--- config.mk ---
export PLATFORM = sky130hd
export DESIGN_NAME = move_select
export DESIGN_NICKNAME = d
export VERILOG_FILES = /design/src/rtl/move_select.sv
export SDC_FILE = /design/constraint.sdc
export NUM_CORES = 1
export LEC_CHECK = 0
export BUFFER_PORTS_ARGS = -buffer_cell sky130_fd_sc_hd__buf_2
export CORE_UTILIZATION = 36
export CTS_CLUSTER_DIAMETER = 120
export DETAILED_ROUTE_END_ITERATION = 6
export SKIP_CTS_REPAIR_TIMING = 1
export SKIP_LAST_GASP = 1
export SYNTH_ARGS = -nofsm -noshare
export SYNTH_HDL_FRONTEND = slang
export SYNTH_SLANG_ARGS = --single-unit
--- constraint.sdc ---
create_clock -name clk -period 3 [get_ports clk]
set_input_delay 0.15 -clock clk [delete_from_list [all_inputs] [get_ports clk]]
set_output_delay 0.15 -clock clk [all_outputs]
set_load 0.05 [all_outputs]
--- src/rtl/move_select.sv ---
// move_select: picks a winning, blocking or first-free move for the side to play.
// Build option: define MOVE_SELECT_BLOCK_EN to include the opponent-blocking pass.
module move_select #(
  parameter int unsigned ROWS = 3,
  parameter int unsigned COLS = 3,
  parameter int unsigned WIN  = 3,
  localparam int unsigned N   = ROWS * COLS,
  localparam int unsigned PW  = $clog2(N)
) (
  input  logic          clk,
  input  logic          reset,
  input  logic          req,
  output logic          ready,
  input  logic          target_a,
  input  logic [N-1:0]  board_a,
  input  logic [N-1:0]  board_b,
  output logic [N-1:0]  board_a_out,
  output logic [N-1:0]  board_b_out,
  output logic [PW-1:0] move_idx,
  output logic          valid,
  output logic          error
);

  typedef enum logic [2:0] {
    StIdle,
    StScanWin,
    StScanBlock,
    StScanFree,
    StEmit
  } state_e;

  localparam logic [PW-1:0] LastPt = PW'(N - 1);

  state_e        state_q, state_d;
  logic [PW-1:0] pt_q, pt_d;
  logic          busy_q, busy_d;
  logic          none_q, none_d;
  logic          tgt_q, tgt_d;
  logic [N-1:0]  cap_a_q, cap_a_d;
  logic [N-1:0]  cap_b_q, cap_b_d;
  logic [N-1:0]  out_a_q, out_a_d;
  logic [N-1:0]  out_b_q, out_b_d;
  logic [PW-1:0] move_q, move_d;
  logic          valid_q, valid_d;
  logic          error_q, error_d;

  logic [N-1:0]  own_b, free_b, win_vec, pick_mask;

  // True when marks, plus a mark at idx, hold WIN in a row through idx along any axis.
  function automatic logic completes_line(input logic [N-1:0] marks, input int idx);
    int r, c, dr, dc, rr, cc, cnt;
    logic run, hit;
    logic [N-1:0] sh;
    hit = 1'b0;
    r = idx / int'(COLS);
    c = idx % int'(COLS);
    for (int d = 0; d < 4; d++) begin
      dr  = (d == 0) ? 0 : 1;
      dc  = (d == 1) ? 0 : ((d == 3) ? -1 : 1);
      cnt = 1;
      for (int dir = -1; dir <= 1; dir += 2) begin
        run = 1'b1;
        for (int k = 1; k < int'(WIN); k++) begin
          rr = r + dir * k * dr;
          cc = c + dir * k * dc;
          if (run && rr >= 0 && rr < int'(ROWS) && cc >= 0 && cc < int'(COLS)) begin
            sh = marks >> (rr * int'(COLS) + cc);
            if (sh[0]) cnt++;
            else run = 1'b0;
          end else begin
            run = 1'b0;
          end
        end
      end
      if (cnt >= int'(WIN)) hit = 1'b1;
    end
    return hit;
  endfunction

  always_comb begin
    own_b  = tgt_q ? cap_a_q : cap_b_q;
    free_b = ~(cap_a_q | cap_b_q);
    for (int i = 0; i < int'(N); i++) begin
      win_vec[i] = free_b[i] & completes_line(own_b, i);
    end
  end

`ifdef MOVE_SELECT_BLOCK_EN
  logic [N-1:0] opp_b, blk_vec;

  always_comb begin
    opp_b = tgt_q ? cap_b_q : cap_a_q;
    for (int i = 0; i < int'(N); i++) begin
      blk_vec[i] = free_b[i] & completes_line(opp_b, i);
    end
  end
`endif

  assign pick_mask = {{(N-1){1'b0}}, 1'b1} << pt_q;

  always_comb begin
    state_d = state_q;
    pt_d    = pt_q;
    busy_d  = busy_q;
    none_d  = none_q;
    tgt_d   = tgt_q;
    cap_a_d = cap_a_q;
    cap_b_d = cap_b_q;
    out_a_d = out_a_q;
    out_b_d = out_b_q;
    move_d  = move_q;
    error_d = error_q;
    valid_d = 1'b0;

    unique case (state_q)
      StIdle: begin
        if (req) begin
          cap_a_d = board_a;
          cap_b_d = board_b;
          tgt_d   = target_a;
          busy_d  = 1'b1;
          pt_d    = '0;
          none_d  = 1'b0;
          state_d = StScanWin;
        end
      end
      StScanWin: begin
        if (win_vec[pt_q]) begin
          state_d = StEmit;
        end else if (pt_q == LastPt) begin
          pt_d = '0;
`ifdef MOVE_SELECT_BLOCK_EN
          state_d = StScanBlock;
`else
          state_d = StScanFree;
`endif
        end else begin
          pt_d = pt_q + PW'(1);
        end
      end
`ifdef MOVE_SELECT_BLOCK_EN
      StScanBlock: begin
        if (blk_vec[pt_q]) begin
          state_d = StEmit;
        end else if (pt_q == LastPt) begin
          pt_d    = '0;
          state_d = StScanFree;
        end else begin
          pt_d = pt_q + PW'(1);
        end
      end
`endif
      StScanFree: begin
        if (free_b[pt_q]) begin
          state_d = StEmit;
        end else if (pt_q == LastPt) begin
          none_d  = 1'b1;
          state_d = StEmit;
        end else begin
          pt_d = pt_q + PW'(1);
        end
      end
      StEmit: begin
        valid_d = 1'b1;
        busy_d  = 1'b0;
        error_d = none_q;
        state_d = StIdle;
        if (none_q) begin
          move_d  = '0;
          out_a_d = cap_a_q;
          out_b_d = cap_b_q;
        end else begin
          move_d  = pt_q;
          out_a_d = cap_a_q | (tgt_q ? pick_mask : '0);
          out_b_d = cap_b_q | (tgt_q ? '0 : pick_mask);
        end
      end
      default: state_d = StIdle;
    endcase
  end

  always_ff @(posedge clk or posedge reset) begin
    if (reset) begin
      state_q <= StIdle;
      pt_q    <= '0;
      busy_q  <= 1'b0;
      none_q  <= 1'b0;
      tgt_q   <= 1'b0;
      cap_a_q <= '0;
      cap_b_q <= '0;
      out_a_q <= '0;
      out_b_q <= '0;
      move_q  <= '0;
      valid_q <= 1'b0;
      error_q <= 1'b0;
    end else begin
      state_q <= state_d;
      pt_q    <= pt_d;
      busy_q  <= busy_d;
      none_q  <= none_d;
      tgt_q   <= tgt_d;
      cap_a_q <= cap_a_d;
      cap_b_q <= cap_b_d;
      out_a_q <= out_a_d;
      out_b_q <= out_b_d;
      move_q  <= move_d;
      valid_q <= valid_d;
      error_q <= error_d;
    end
  end

  assign ready       = ~req & ~busy_q;
  assign board_a_out = out_a_q;
  assign board_b_out = out_b_q;
  assign move_idx    = move_q;
  assign valid       = valid_q;
  assign error       = error_q;

endmodule
==> impl_metrics.tcl <==
set metrics [dict create \
    outcome "finished, final reports clean" \
    syn_avg_cell_area_sq_um 9.56 \
    fin_crit_ps 2560 \
    finalSetupViolations 0 \
    cts_max_path_buffers 2 \
    num_vias 2326 \
    crit_slowest_cell "dfrtp_1" \
    holdPathStages 2 \
    p_per_area_mw_per_mm2 1210 \
    yosysSeqAreaShare_pct 46.4 \
    grt_max_degree 53 \
    r2r-end "pt_q[2]" \
    routedWlPerCell_um 15.8 \
    yosysWarningCount 0 \
    path_class "flip-flop to flip-flop" \
    core_sq_mm 0.00737 \
    worstPathArrival_ps 2750 \
    timing.fmax_mhz 391 \
    insertion_delay_ps 310 \
    post_dp_cell_area_sq_mm 0.00312 \
    syn_inst 293 \
    r2r_cells 7 \
    start_kind "flip-flop" \
    cp_max_fo 18 \
    antennaDiodeCount 0 \
    synthMostInstantiatedCell "dfrtp_1" \
    layout_setup_ws_ps 442 \
    synthTopCellsByArea "dfrtp_1 46%, mux2_2 7.6%, nand2_1 5.5%, o21ai_0 5.4%, a21oi_1 3.0%" \
    layout-drive-gt1-share_pct 26.2 \
    tns_ps 0 \
    timing.max_cap.violations 0 \
    async_flop_share_pct 100 \
    numCtsBuffers 5 \
    ant_nets 0 \
    yosysTopAreaCellShare_pct 46.4 \
    ys_types 46 \
    synth_fp_nets 321 \
    chipHeight_um 90.2 \
    report.final.slew_viol_count 0 \
    hp-start "board_a[4]" \
    holdPathEnd "cap_a_q[4]" \
    crit_family "compound AO/OA/AOI/OAI gates" \
    start_util_pct 38.0 \
    pre_cts_ws_ps 496 \
    ff2ff_setup_slack_ps 440 \
    reg2reg_from "tgt_q" \
    synth_common_cells "52 x dfrtp_1, 41 x nand2_1, 30 x o21ai_0" \
    cts_root_buffer "clkbuf_8" \
    syn-cell-area_sq_mm 0.00280 \
    port_buffers 46 \
    clkSinkCount 52 \
    grt_pass1_wl_mm 11.3 \
    critPathMaxStageDelay_ps 770 \
    path_clk_slew_ps 100 \
    finalInstanceArea_sq_mm 0.00320 \
    vdd_drop_max_mv 0.468 \
    die_x_um 90.2 \
    fp-row-count 31 \
    dr.pass1.iters 4 \
    worst_pin_slew_ps 1050 \
    hold_ws_ps 61.9 \
    dpl.hpwl_mm 5.12 \
    leakage_nw 1.47 \
    cts_tree "yes" \
    final_hold_viol_count 0 \
    synth-seq-cells 52 \
    fin_skew_ps 11.2 \
    crit_chain "mux2i_1, o22ai_1, o21ai_1, nand3_1, a31oi_1, o311ai_4, mux2_4" \
    required_ps 3190 \
    drc_errors 0 \
    ctsHtreeMaxLevel 2 \
    relSlewSlack_pct 30.2 \
    ys.flop_type "dfrtp_1" \
    avgViaCountPerCell 5.35 \
    io_pins 47 \
    crit_buf_inv 0 \
    grt_pass1_vias 2174 \
    first_iter_violations 350 \
    synth_edf_count 0 \
    finalWeightedCongestion 0.904 \
    synth_top_cell_by_area "dfrtp_1" \
    grt-ovfl-total 0 \
    routed_wl_mm 6.88 \
    min_path_type "primary input to flip-flop" \
    grt_usage_pct 17.3 \
    fin_crit_sh_pct 85.3 \
    dieArea_sq_mm 0.00814 \
    nets 364 \
    end_kind "flip-flop" \
    synthToLayoutAreaGrowth_pct 14.2 \
    antenna_found_initial 0 \
    rsz0062_at_grt "false" \
]
-- cells by family after synthesis --
kind of cell	after synthesis	synth area share, %
and+or+nand+nor	101	16.8
muxes	29	11.9
DFF	52	46.4
buffers and inverters	24	4.24
adders and majority gates	6	2.68
AOI/OAI and AO/OA	81	17.9
-- worst max-delay path by stage --
stage	start	end	slack [ps]	depth (start not counted)
2_1_floorplan	pt_q[0]	pt_q[0]	780	10
3_3_place_gp	tgt_q	pt_q[1]	520	7
3_5_place_dp	tgt_q	pt_q[2]	500	7
4_1_cts	tgt_q	pt_q[2]	480	7
5_1_grt	tgt_q	pt_q[1]	310	7
6_report	tgt_q	pt_q[2]	440	7
-- cell type report --
class | count | area (sq um)
Timing Repair Buffer | 52 | 275
Tap cell | 99 | 124
Inverter | 8 | 30.0
Clock buffer | 5 | 68.8
Fill cell | 745 | 4170
Clock inverter | 2 | 12.5
Multi-Input combinational cell | 217 | 1390
Sequential cell | 52 | 1300
-- placed cells by master, fill, tap and decap left out, types with 2 or more instances in the layout --
cell	count
mux2_4	3
clkbuf_8	5
o21ai_1	3
nor2b_1	4
mux2i_1	6
nor2_1	17
a22oi_1	4
a31oi_1	7
a21oi_1	17
dfrtp_1	52
nor3_1	10
inv_1	7
mux2_2	19
o21ai_0	30
buf_2	46
buf_4	6
nand2_1	41
nand3_1	13
nand2b_1	2
nor3b_1	4
o22ai_1	6
o31ai_1	4
ha_1	6
-- per-stage QoR --
step / instances / util, % / power (mW)
2_1_floorplan: 293 / - / 2.94
3_3_place_gp: 428 / 42.3 / 3.47
3_5_place_dp: 428 / 42.3 / 3.47
4_1_cts: 435 / 43.4 / 3.87
5_1_grt: 435 / 43.4 / 4.13
6_report: 435 / 43.4 / 3.87
-- sequential cells by signal (all words and copies together) (netlist names) --
signal / flops
tgt_q: 1
none_q: 1
busy_q: 1
state_q: 3
cap_b_q: 9
move_idx: 4
valid: 1
error: 1
board_b_out: 9
cap_a_q: 9
board_a_out: 9
pt_q: 4
-- worst register-to-register path: stages, from the launching register on --
cell and delay [ps]:
dfrtp_1 770, mux2i_1 440, o22ai_1 160, o21ai_1 150, nand3_1 80, a31oi_1 350, o311ai_4 170, mux2_4 330
-- report_power, final --
part	total, mW	internal [mW]	switching, mW	leakage (nW)
clock	0.391	0.159	0.232	0.0400
sequential	1.47	0.998	0.476	0.645
combinational	2.00	0.754	1.25	0.788
-- per-layer routing --
metal  vias up  wire length, um  global-route usage, %  share of wire [%]
met4         0               78                   4.44                1.1
met3        12              482                   2.79                7.0
li1       1141                -                      -                  -
met5         -                0                      0                  0
met1      1071             3240                   25.6                 47
met2       102             3080                   26.3                 45
(Power assumes the default switching activity.)
